--- config.mk ---
export PLATFORM = sky130hd
export DESIGN_NAME = track_select_ctrl
export DESIGN_NICKNAME = d
export VERILOG_FILES = /design/src/rtl/track_select_ctrl.sv
export SDC_FILE = /design/constraint.sdc
export NUM_CORES = 1
export LEC_CHECK = 0
export BUFFER_PORTS_ARGS = -buffer_cell sky130_fd_sc_hd__clkbuf_2
export CAP_MARGIN = 20
export CORE_ASPECT_RATIO = 1.1
export CORE_MARGIN = 2
export CORE_UTILIZATION = 59
export DETAILED_ROUTE_END_ITERATION = 7
export GPL_ROUTABILITY_DRIVEN = 0
export MAX_ROUTING_LAYER = met4
export PLACE_DENSITY = 0.77
export SLEW_MARGIN = 20
export SYNTH_ARGS = -nofsm -noshare
export SYNTH_HDL_FRONTEND = slang
export SYNTH_SLANG_ARGS = --single-unit
--- constraint.sdc ---
create_clock -name CLK -period 3.48 [get_ports CLK]
set_input_delay 0.174 -clock CLK [delete_from_list [all_inputs] [get_ports CLK]]
set_output_delay 0.174 -clock CLK [all_outputs]
set_load 0.02 [all_outputs]
--- src/rtl/track_select_ctrl.sv ---
// Track-index controller: multi-step PREV/NEXT with hold-off, direct load,
// and end-of-song auto-advance in wrap / stop-at-end / repeat-one / shuffle modes.
module track_select_ctrl #(
    parameter int unsigned IDX_W      = 3,
    parameter int unsigned NUM_TRACKS = 8,
    parameter int unsigned STEP_W     = 3,
    parameter int unsigned HOLDOFF    = 500000
) (
    input  logic              CLK,
    input  logic              RST,
    input  logic [STEP_W-1:0] PREV,
    input  logic [STEP_W-1:0] NEXT,
    input  logic              SONG_END,
    input  logic [1:0]        MODE,
    input  logic              LOAD_EN,
    input  logic [IDX_W-1:0]  LOAD_IDX,
    output logic [IDX_W-1:0]  SW,
    output logic              CHANGED,
    output logic              BUSY
);

    localparam int unsigned W     = IDX_W + STEP_W + 1;
    localparam int unsigned CNT_W = (HOLDOFF > 1) ? $clog2(HOLDOFF) : 1;
    localparam logic [W-1:0]     NT       = W'(NUM_TRACKS);
    localparam logic [W-1:0]     LAST     = W'(NUM_TRACKS - 1);
    localparam logic [15:0]      NT16     = 16'(NUM_TRACKS);
    localparam logic [CNT_W-1:0] CNT_LOAD = CNT_W'((HOLDOFF > 0) ? HOLDOFF - 1 : 0);

    typedef enum logic [0:0] {StIdle, StHold} state_e;

    state_e           state_q, state_d;
    logic [CNT_W-1:0] cnt_q, cnt_d;
    logic [IDX_W-1:0] sw_q, sw_d;
    logic             changed_q, changed_d;
    logic [15:0]      lfsr_q;

    logic [W-1:0]  cur, step_raw, s, man_tgt, shuf_tgt, r;
    logic [15:0]   lfsr_mod;
    logic          prev_req, next_req;

    // Step arithmetic, all at W bits so cur + s never overflows.
    always_comb begin
        cur      = W'(sw_q);
        prev_req = (PREV != '0);
        next_req = (NEXT != '0);
        step_raw = prev_req ? W'(PREV) : W'(NEXT);
        s        = step_raw % NT;
        if (MODE == 2'b01) begin
            if (prev_req) man_tgt = (s > cur) ? '0 : cur - s;
            else          man_tgt = ((cur + s) > LAST) ? LAST : cur + s;
        end else begin
            if (prev_req) man_tgt = (cur + NT - s) % NT;
            else          man_tgt = (cur + s) % NT;
        end
        lfsr_mod = lfsr_q % NT16;
        r        = W'(lfsr_mod);
        shuf_tgt = (r == cur) ? (r + W'(1)) % NT : r;
    end

    always_comb begin
        state_d   = state_q;
        cnt_d     = cnt_q;
        sw_d      = sw_q;
        changed_d = 1'b0;

        if (state_q == StHold) begin
            if (cnt_q == '0) state_d = StIdle;
            else             cnt_d   = cnt_q - CNT_W'(1);
        end

        // An out-of-range load still claims the cycle, dropping lower-priority events.
        if (LOAD_EN) begin
            if (W'(LOAD_IDX) < NT) begin
                sw_d      = LOAD_IDX;
                changed_d = 1'b1;
            end
        end else if (state_q == StIdle && (prev_req || next_req)) begin
            sw_d      = IDX_W'(man_tgt);
            changed_d = (man_tgt != cur);
            if (HOLDOFF > 0) begin
                state_d = StHold;
                cnt_d   = CNT_LOAD;
            end
        end else if (SONG_END) begin
            unique case (MODE)
                2'b00: begin
                    sw_d      = IDX_W'((cur + W'(1)) % NT);
                    changed_d = 1'b1;
                end
                2'b01: begin
                    if (cur < LAST) begin
                        sw_d      = IDX_W'(cur + W'(1));
                        changed_d = 1'b1;
                    end
                end
                2'b10: changed_d = 1'b1;
                2'b11: begin
                    sw_d      = IDX_W'(shuf_tgt);
                    changed_d = 1'b1;
                end
                default: ;
            endcase
        end
    end

    always_ff @(posedge CLK) begin
        if (RST) begin
            state_q   <= StIdle;
            cnt_q     <= '0;
            sw_q      <= '0;
            changed_q <= 1'b0;
            lfsr_q    <= 16'hACE1;
        end else begin
            state_q   <= state_d;
            cnt_q     <= cnt_d;
            sw_q      <= sw_d;
            changed_q <= changed_d;
            // Fibonacci taps 16,14,13,11
            lfsr_q    <= {lfsr_q[14:0], lfsr_q[15] ^ lfsr_q[13] ^ lfsr_q[12] ^ lfsr_q[10]};
        end
    end

    assign SW      = sw_q;
    assign CHANGED = changed_q;
    assign BUSY    = (state_q == StHold);

endmodule

==> results.txt, run 1 <==
- Outcome: finished, final reports clean
- Biggest area consumer among synthesized cells: sky130_fd_sc_hd__dfxtp_1
- Number of top-level design ports: 20
- I/O Buffers: 19
* DRC violation count after routing: 0
* Area grow syn2layout: 9.839%
- A synthesized cell averages just over 9 µm².
* GRT Overall Usage: 22.31%
- Of all flip-flops after synthesis, the portion carrying an async set or reset was 0%.
- Per report_power, the clock group accounts for 30.4% of the total.
- Flop and latch count out of synthesis: 40
- Dividing the detail-routed wire length by the instance count gives 14.19 µm.
- Pin count of the biggest net entering global routing: 34
- Final worst path period need: around 2.8 ns
* FP Rows: 23
* MaxCap Viol Count: 0
* Register share of total power: 44.8%
- Initial standard-cell utilization of the core: 61.59%
- RSZ-0062 raised after global routing: no
* Count of distinct cell types in the synthesized netlist: 56
- The post-route netlist has 17.18% of its cells at a drive strength greater than 1.
- The via count of the first global-routing pass is about 1,600.
- Post-DR vias/cell: 5.881
- Static timing analysis puts the maximum clock frequency at 359.1 MHz.
* Worst vdd ir: 0.3782 mV
- The number of nets in the synthesized netlist is 274.
- The worst hold path belongs to the class input port to flop.
- DR vias: 1,835
- Of the synthesized area, sequential elements account for 35.58%.
- Period utilisation layout: between 80% and 90%
- Total overflow reported by the global router: 0
* Number of synthesized flops with an enable pin: 0
- CTS placed an instance of sky130_fd_sc_hd__clkbuf_8 at the clock tree root.
* Number of antenna violations at the first check in global routing: 0
* Setup total negative slack: 0 ns
- Measured along the x axis, the die boundary spans 62.89 µm.
- Internal power comes to 0.8355 mW.
- At the later pin of the worst-skew pair, clock insertion delay measures 0.29 ns.
* Critical Path AT: 2.93 ns
- Max Root-Sink Buffers: 2
* Filler Cell Count: 292
* Yosys warning count: 0
* CP Max Fanout: 7
* Fraction of power consumed by combinational cells: 24.8%
- Setup violations remaining at the end of the flow were counted as 0.
- Hold-fix buffers at CTS: 0
- Before antenna repair, the detailed router went through 4 iterations.
- The worst setup path is launched from a flop.
* Detail Placement HPWL: 3225 µm
* Post-Syn Instances: 245
* Clock tree from TritonCTS: yes
- Core Box Area: 3655 µm²
- The first global-routing pass estimated 7362 µm of wire.
* Detailed Route Iter0 Violations: 145
- Number of antenna repair diodes: 0
* Die area: 4326 µm²
* Sw Ratio: 30.50%
- Post-synth design cell area: around 2300 µm²
- Number of hold-slack violations in the final timing report: 0
- Number of post-CTS setup repair buffers: 0
- The synthesized design devotes to its leading area cell type 35.58% of total area.
- Post-Route WL: 4428 µm
- DRT antenna net count: 0
* Static power due to leakage: 0.9522 nW
* Leading cell types by total area after synthesis: sky130_fd_sc_hd__dfxtp_1, sky130_fd_sc_hd__ha_1, sky130_fd_sc_hd__xnor2_1, sky130_fd_sc_hd__nor3_1, sky130_fd_sc_hd__a211oi_1
* Cts repair resizes: 0
- CTS buffer count: 5
* Final-stage net count: 290
- The count of pins over their slew limit is 0.
- Psw: 0.3667 mW
- From bottom edge to top edge, the die measures 68.78 µm.
* Worst slew slack as a fraction of its limit: approximately 57%
- Max Clock Skew: about 0.0086 ns
- The H-tree was split into 2 levels.
* Required time reported for the critical path endpoint: 3.63 ns
* PD cells: 486.2 nW/µm²
- Clock-pin slew reported for the worst setup and hold paths after clock tree synthesis: 0.08 ns
- The design draws 1.202 mW.
- Startpoint-to-endpoint class of the critical path: flop to flop
- Critical Path End Type: flop
- Most common flop cell mapped by yosys: sky130_fd_sc_hd__dfxtp_1
- Number of sinks handled by clock tree synthesis: 40
- Worst-margin pin slew: 0.6291 ns
power groups by stage:
stage	registers, mW	logic (mW)	clock network [mW]
6_report	0.538	0.299	0.365
5_1_grt	0.545	0.335	0.394
4_1_cts	0.537	0.298	0.373
3_5_place_dp	0.548	0.296	0
3_3_place_gp	0.547	0.293	0
2_1_floorplan	0.542	0.237	0
sequential cells by signal, indices dropped and copies added, names as in the netlist:
signal   flops
cnt_q       19
lfsr_q      16
SW           3
BUSY         1
CHANGED      1
path summary, 6_finish.rpt:
kind                    start          to  slack, ns  cells after the start
setup / recovery        SW[0]     CHANGED       0.70                      8
hold reg to reg     lfsr_q[9]  lfsr_q[10]       0.41                      1
hold / removal    LOAD_IDX[2]       SW[2]       0.18                      3
setup reg to reg        SW[0]     CHANGED       0.70                      8
final cells by class:
type,instances,area (µm²),area share (%)
well taps,50,62.56,2.530
multi-input cells,184,1361,55.06
flip-flops and latches,40,800.8,32.39
clock buffers,6,72.57,2.935
inverters,10,37.54,1.518
clock inverters,2,35.03,1.417
repair buffers,20,102.6,4.150
critical path: stages (launching register included):
cell and delay [ns]:
sky130_fd_sc_hd__dfxtp_1 0.46, sky130_fd_sc_hd__inv_1 0.13, sky130_fd_sc_hd__ha_1 0.25, sky130_fd_sc_hd__fa_1 0.40
sky130_fd_sc_hd__fa_1 0.44, sky130_fd_sc_hd__and3_1 0.20, sky130_fd_sc_hd__or3_1 0.35, sky130_fd_sc_hd__a221oi_1 0.27
sky130_fd_sc_hd__a311oi_1 0.15
per-stage QoR:
stage	hold WS, ns	worst slack, ns	area (µm²)	std cells	utilization [%]
6_report	0.1774	0.6952	2472	312	67.65
4_1_cts	0.1755	0.7031	2472	312	67.65
3_5_place_dp	0.4001	0.6891	2365	304	64.70
3_3_place_gp	0.3918	0.8071	2365	304	64.70
2_1_floorplan	0.2456	0.8156	2251	245	-
5_1_grt	0.1945	0.5311	2472	312	67.65
logic make-up (layout without fill, tap and decap cells):
kind of cell | count (synthesis) | in the layout | synth area share, %
adder cells (fa/ha/maj) | 14 | 14 | 8.783
flip-flops | 40 | 40 | 35.58
XOR/XNOR | 17 | 17 | 6.615
buffers and inverters | 21 | 38 | 3.947
AND/OR/NAND/NOR | 91 | 91 | 23.57
AO/OA/AOI/OAI | 61 | 61 | 21.07
multiplexers | 1 | 1 | 0.4447
synth_stat cells (all sizes together), types with 3 or more instances:
| cell type | instances |
|---|---|
| dfxtp | 40 |
| nor2 | 17 |
| nor3 | 17 |
| ha | 11 |
| inv | 10 |
| xnor2 | 10 |
| a211oi | 9 |
| a21oi | 9 |
| nor2b | 9 |
| clkbuf | 8 |
| or2 | 8 |
| nand2 | 7 |
| xor2 | 7 |
| nor4 | 6 |
| or3 | 6 |
| a2111oi | 5 |
| o31ai | 5 |
| a21o | 4 |
| and2 | 4 |
| nand2b | 4 |
| or4 | 4 |
| a221oi | 3 |
| a311oi | 3 |
| a31oi | 3 |
| buf | 3 |
| fa | 3 |
| o211ai | 3 |
| o21ai | 3 |
| o31a | 3 |
per-layer routing:
metal  GRT usage (%)  wire (µm)
met1           28.14       2175
met2           35.24       2019
met3           4.545        146
met4           9.722         87
met5               -          0
layout by cell type (no fill, tap or decap), types with 2 or more instances in the layout:
master / n
sky130_fd_sc_hd__dfxtp_1: 40
sky130_fd_sc_hd__nor3_1: 16
sky130_fd_sc_hd__or2_2: 8
sky130_fd_sc_hd__o31ai_1: 4
sky130_fd_sc_hd__nor2b_1: 9
sky130_fd_sc_hd__or3_1: 4
sky130_fd_sc_hd__o22ai_1: 2
sky130_fd_sc_hd__nand2b_1: 4
sky130_fd_sc_hd__a21oi_1: 9
sky130_fd_sc_hd__a31oi_1: 3
sky130_fd_sc_hd__nor2_1: 17
sky130_fd_sc_hd__xor2_1: 7
sky130_fd_sc_hd__clkbuf_8: 5
sky130_fd_sc_hd__a21o_1: 4
sky130_fd_sc_hd__a311oi_1: 3
sky130_fd_sc_hd__fa_1: 3
sky130_fd_sc_hd__nor4_1: 5
sky130_fd_sc_hd__and2_1: 3
sky130_fd_sc_hd__or4_1: 3
sky130_fd_sc_hd__o211ai_1: 3
sky130_fd_sc_hd__ha_1: 11
sky130_fd_sc_hd__nand3_1: 2
sky130_fd_sc_hd__a2111oi_0: 3
sky130_fd_sc_hd__nand2_1: 7
sky130_fd_sc_hd__o31a_1: 2
sky130_fd_sc_hd__a211oi_1: 9
sky130_fd_sc_hd__nor4b_1: 2
sky130_fd_sc_hd__clkbuf_2: 19
sky130_fd_sc_hd__or3_4: 2
sky130_fd_sc_hd__o21bai_1: 2
sky130_fd_sc_hd__inv_1: 10
sky130_fd_sc_hd__xnor2_1: 10
sky130_fd_sc_hd__o21ai_0: 3
sky130_fd_sc_hd__a221oi_1: 3
No activity file was read; power rests on OpenSTA's default activity.
==> run 2, diff against run 1 <==
==> constraint.sdc (replaced) <==
create_clock -name CLK -period 2.9 [get_ports CLK]
set_input_delay 0.145 -clock CLK [delete_from_list [all_inputs] [get_ports CLK]]
set_output_delay 0.145 -clock CLK [all_outputs]
set_load 0.02 [all_outputs]
==> results.txt, run 2 (synthesis results as in run 1) <==
- The run finished with clean final reports.
- After filler insertion, the fill cell instance count of the layout stands at 307.
- On the final layout, the worst hold slack is ~0.15 ns.
- In this run the number of H-tree levels came out at 2.
- The largest single stage delay on the critical path is 0.45 ns.
* CTS buffer count: 5
* Final max-slew violation count: 0
- DRC violation count after routing: 0
- In the routed layout, each cell is associated on average with a via count of about 5.9.
* First-pass GRT wire length: 7507 µm
- Maximum clock frequency: 369.2 MHz
- Max Root-Sink Buffers: 2
* DRT Pass-1 Iters: 4
* PD cells: 548.6 nW/µm²
- Detailed Route Iter0 Violations: 142
- Clock tree root buffer cell: sky130_fd_sc_hd__clkbuf_8
- Initial standard-cell utilization of the core: 61.59%
* Hold-fix buffers at CTS: 0
- For this run, the post-layout net count is between 200 and 300.
* Clock-pin slew reported for the worst setup and hold paths after clock tree synthesis: 0.07 ns
* Number of hold-slack violations in the final timing report: 0
* Critical Path End Type: flop
- Post-Route WL: 4349 µm
- Startpoint-to-endpoint class of the critical path: flop to flop
* Period utilisation layout: 93.39%
- IR analysis of the VDD net gives a maximum drop of about 0.38 mV.
- For the worst setup path, the data required time is 3.04 ns.
- Along the worst path, the maximum fanout reaches 7.
* Die area: 4326 µm²
* Worst Path Buf+Inv: 1
- Data arrives at the worst endpoint at around 2.9 ns.
- Once placement completed, the tool counted placed cells totaling 305.
- The register with the most flip-flops in the layout has 19 of them.
- Post-Layout Cell Count: between 300 and 400
* Register ranked first by flip-flop count: cnt_q
- The tool flagged a number of max-cap violations equal to 0.
- Adding up every negative setup slack in the final design gives 0 ns.
* Total overflow reported by the global router: 0
- In this run the static leakage power is roughly 0.94 nW.
- Total chip power: 1.344 mW
- In the final routed layout, each cell accounts on average for between 10 and 15 µm.
- In this run the vertical extent of the chip is 68.78 µm.
- Number of sinks handled by clock tree synthesis: 40
- The total area inside the core boundary comes to 3655 µm².
* Final setup violation count: 0
* Cts repair resizes: 0
* I/O Buffers: 19
- Post-place setup slack: 0.2247 ns
- Worst-margin pin slew: between 0.6 and 0.7 ns
- Number of top-level design ports: 20
- Max Clock Skew: 0.004816 ns
- The library cell used most frequently in the layout, excluding fill and tap cells, is sky130_fd_sc_hd__dfxtp_1.
- Walking the worst path, the cells encountered are inv_1, ha_1, fa_1, fa_1, and3_1, or3_1, a221oi_1, a311oi_1.
- Clock latency on the worst-skew pair, taken at its later pin, is roughly 0.28 ns.
* Worst slew slack as a fraction of its limit: 58.70%
- After floorplanning, the core was divided into 23 placement rows.
- From left edge to right edge, the die measures 62.89 µm.
- In the post-route analysis, the smallest setup slack over all paths is 0.1916 ns.
* Share of final-layout standard cells stronger than drive strength 1: ~17%
* Final worst path period need: 2.708 ns
- Most frequent CP cell: sky130_fd_sc_hd__fa_1
* Crit path launch type: flop
* DRT antenna net count: 0
- Category of cells accounting for the largest share of critical-path delay: adder cells
- Global routing consumed, over all layers together, 22.74% of the routing resources.
- The detailed router placed around 1,800 vias in this run.
* Type of the tightest min-delay check: input port to flop
- Entering global routing, the biggest net connects 34 pins.
- Commonest cells after routing, fill and taps aside: sky130_fd_sc_hd__dfxtp_1, sky130_fd_sc_hd__clkbuf_2, sky130_fd_sc_hd__nor2_1, sky130_fd_sc_hd__nor3_1, sky130_fd_sc_hd__ha_1
- Number of antenna repair diodes: 0
- Clock tree from TritonCTS: yes
- For this design, the slowest cell found on the critical path is sky130_fd_sc_hd__dfxtp_1.
* Area grow syn2layout: 8.838%
- Once detailed placement completed, the half-perimeter wirelength came to 3189 µm.
* RSZ-0062 raised after global routing: no
- The initial antenna violation count came to 0.
- The via count of the first global-routing pass was approximately 1,700.
- Number of post-CTS setup repair buffers: 0
## run 2: changes by cell type in the layout (fill, tap and decap cells not counted)
cell,change
sky130_fd_sc_hd__buf_4,+1
sky130_fd_sc_hd__bufinv_16,-1
## run 2: power by group
| part | internal [mW] | total (mW) | switching, mW |
|---|---|---|---|
| sequential | 0.595 | 0.642 | 0.0475 |
| combinational | 0.156 | 0.365 | 0.210 |
| clock | 0.163 | 0.337 | 0.173 |
| total | 0.914 | 1.34 | 0.430 |
## run 2: worst register-to-register path, stage by stage, from the launching register on
cell and delay (ns):
sky130_fd_sc_hd__dfxtp_1 0.45, sky130_fd_sc_hd__inv_1 0.13, sky130_fd_sc_hd__ha_1 0.24, sky130_fd_sc_hd__fa_1 0.38
sky130_fd_sc_hd__fa_1 0.43, sky130_fd_sc_hd__and3_1 0.19, sky130_fd_sc_hd__or3_1 0.35, sky130_fd_sc_hd__a221oi_1 0.27
sky130_fd_sc_hd__a311oi_1 0.13
## run 2: per-stage QoR
step / utilization [%] / area [µm²]
after floorplan: - / 2251
after global placement: 64.91 / 2372
after detailed placement: 64.91 / 2372
after CTS: 67.03 / 2450
after global routing: 67.03 / 2450
final: 67.03 / 2450
## run 2: layout make-up
type                    count  area, µm²  share of cell area (%)
well taps                  50      62.56                   2.554
multi-input cells         184       1361                   55.57
clock buffers               6      72.57                   2.962
clock inverters             1      5.005                  0.2043
flip-flops and latches     40      800.8                   32.69
repair buffers             21      110.1                   4.494
inverters                  10      37.54                   1.532
## run 2: worst paths after layout
check              start         end  slack [ns]  depth (start not counted)
max                SW[0]     CHANGED        0.19                          8
min          LOAD_IDX[2]       SW[2]        0.15                          3
max reg2reg        SW[0]     CHANGED        0.19                          8
min reg2reg    lfsr_q[9]  lfsr_q[10]        0.41                          1
## run 2: layer usage
layer	track usage [%]	vias to the layer above	wire [µm]	share of wire (%)
met3	4.221	11	170	3.9
met1	29.19	841	2204	51
met4	10.56	0	89	2.0
met5	-	-	0	0
li1	-	948	-	-
met2	35.24	41	1886	43
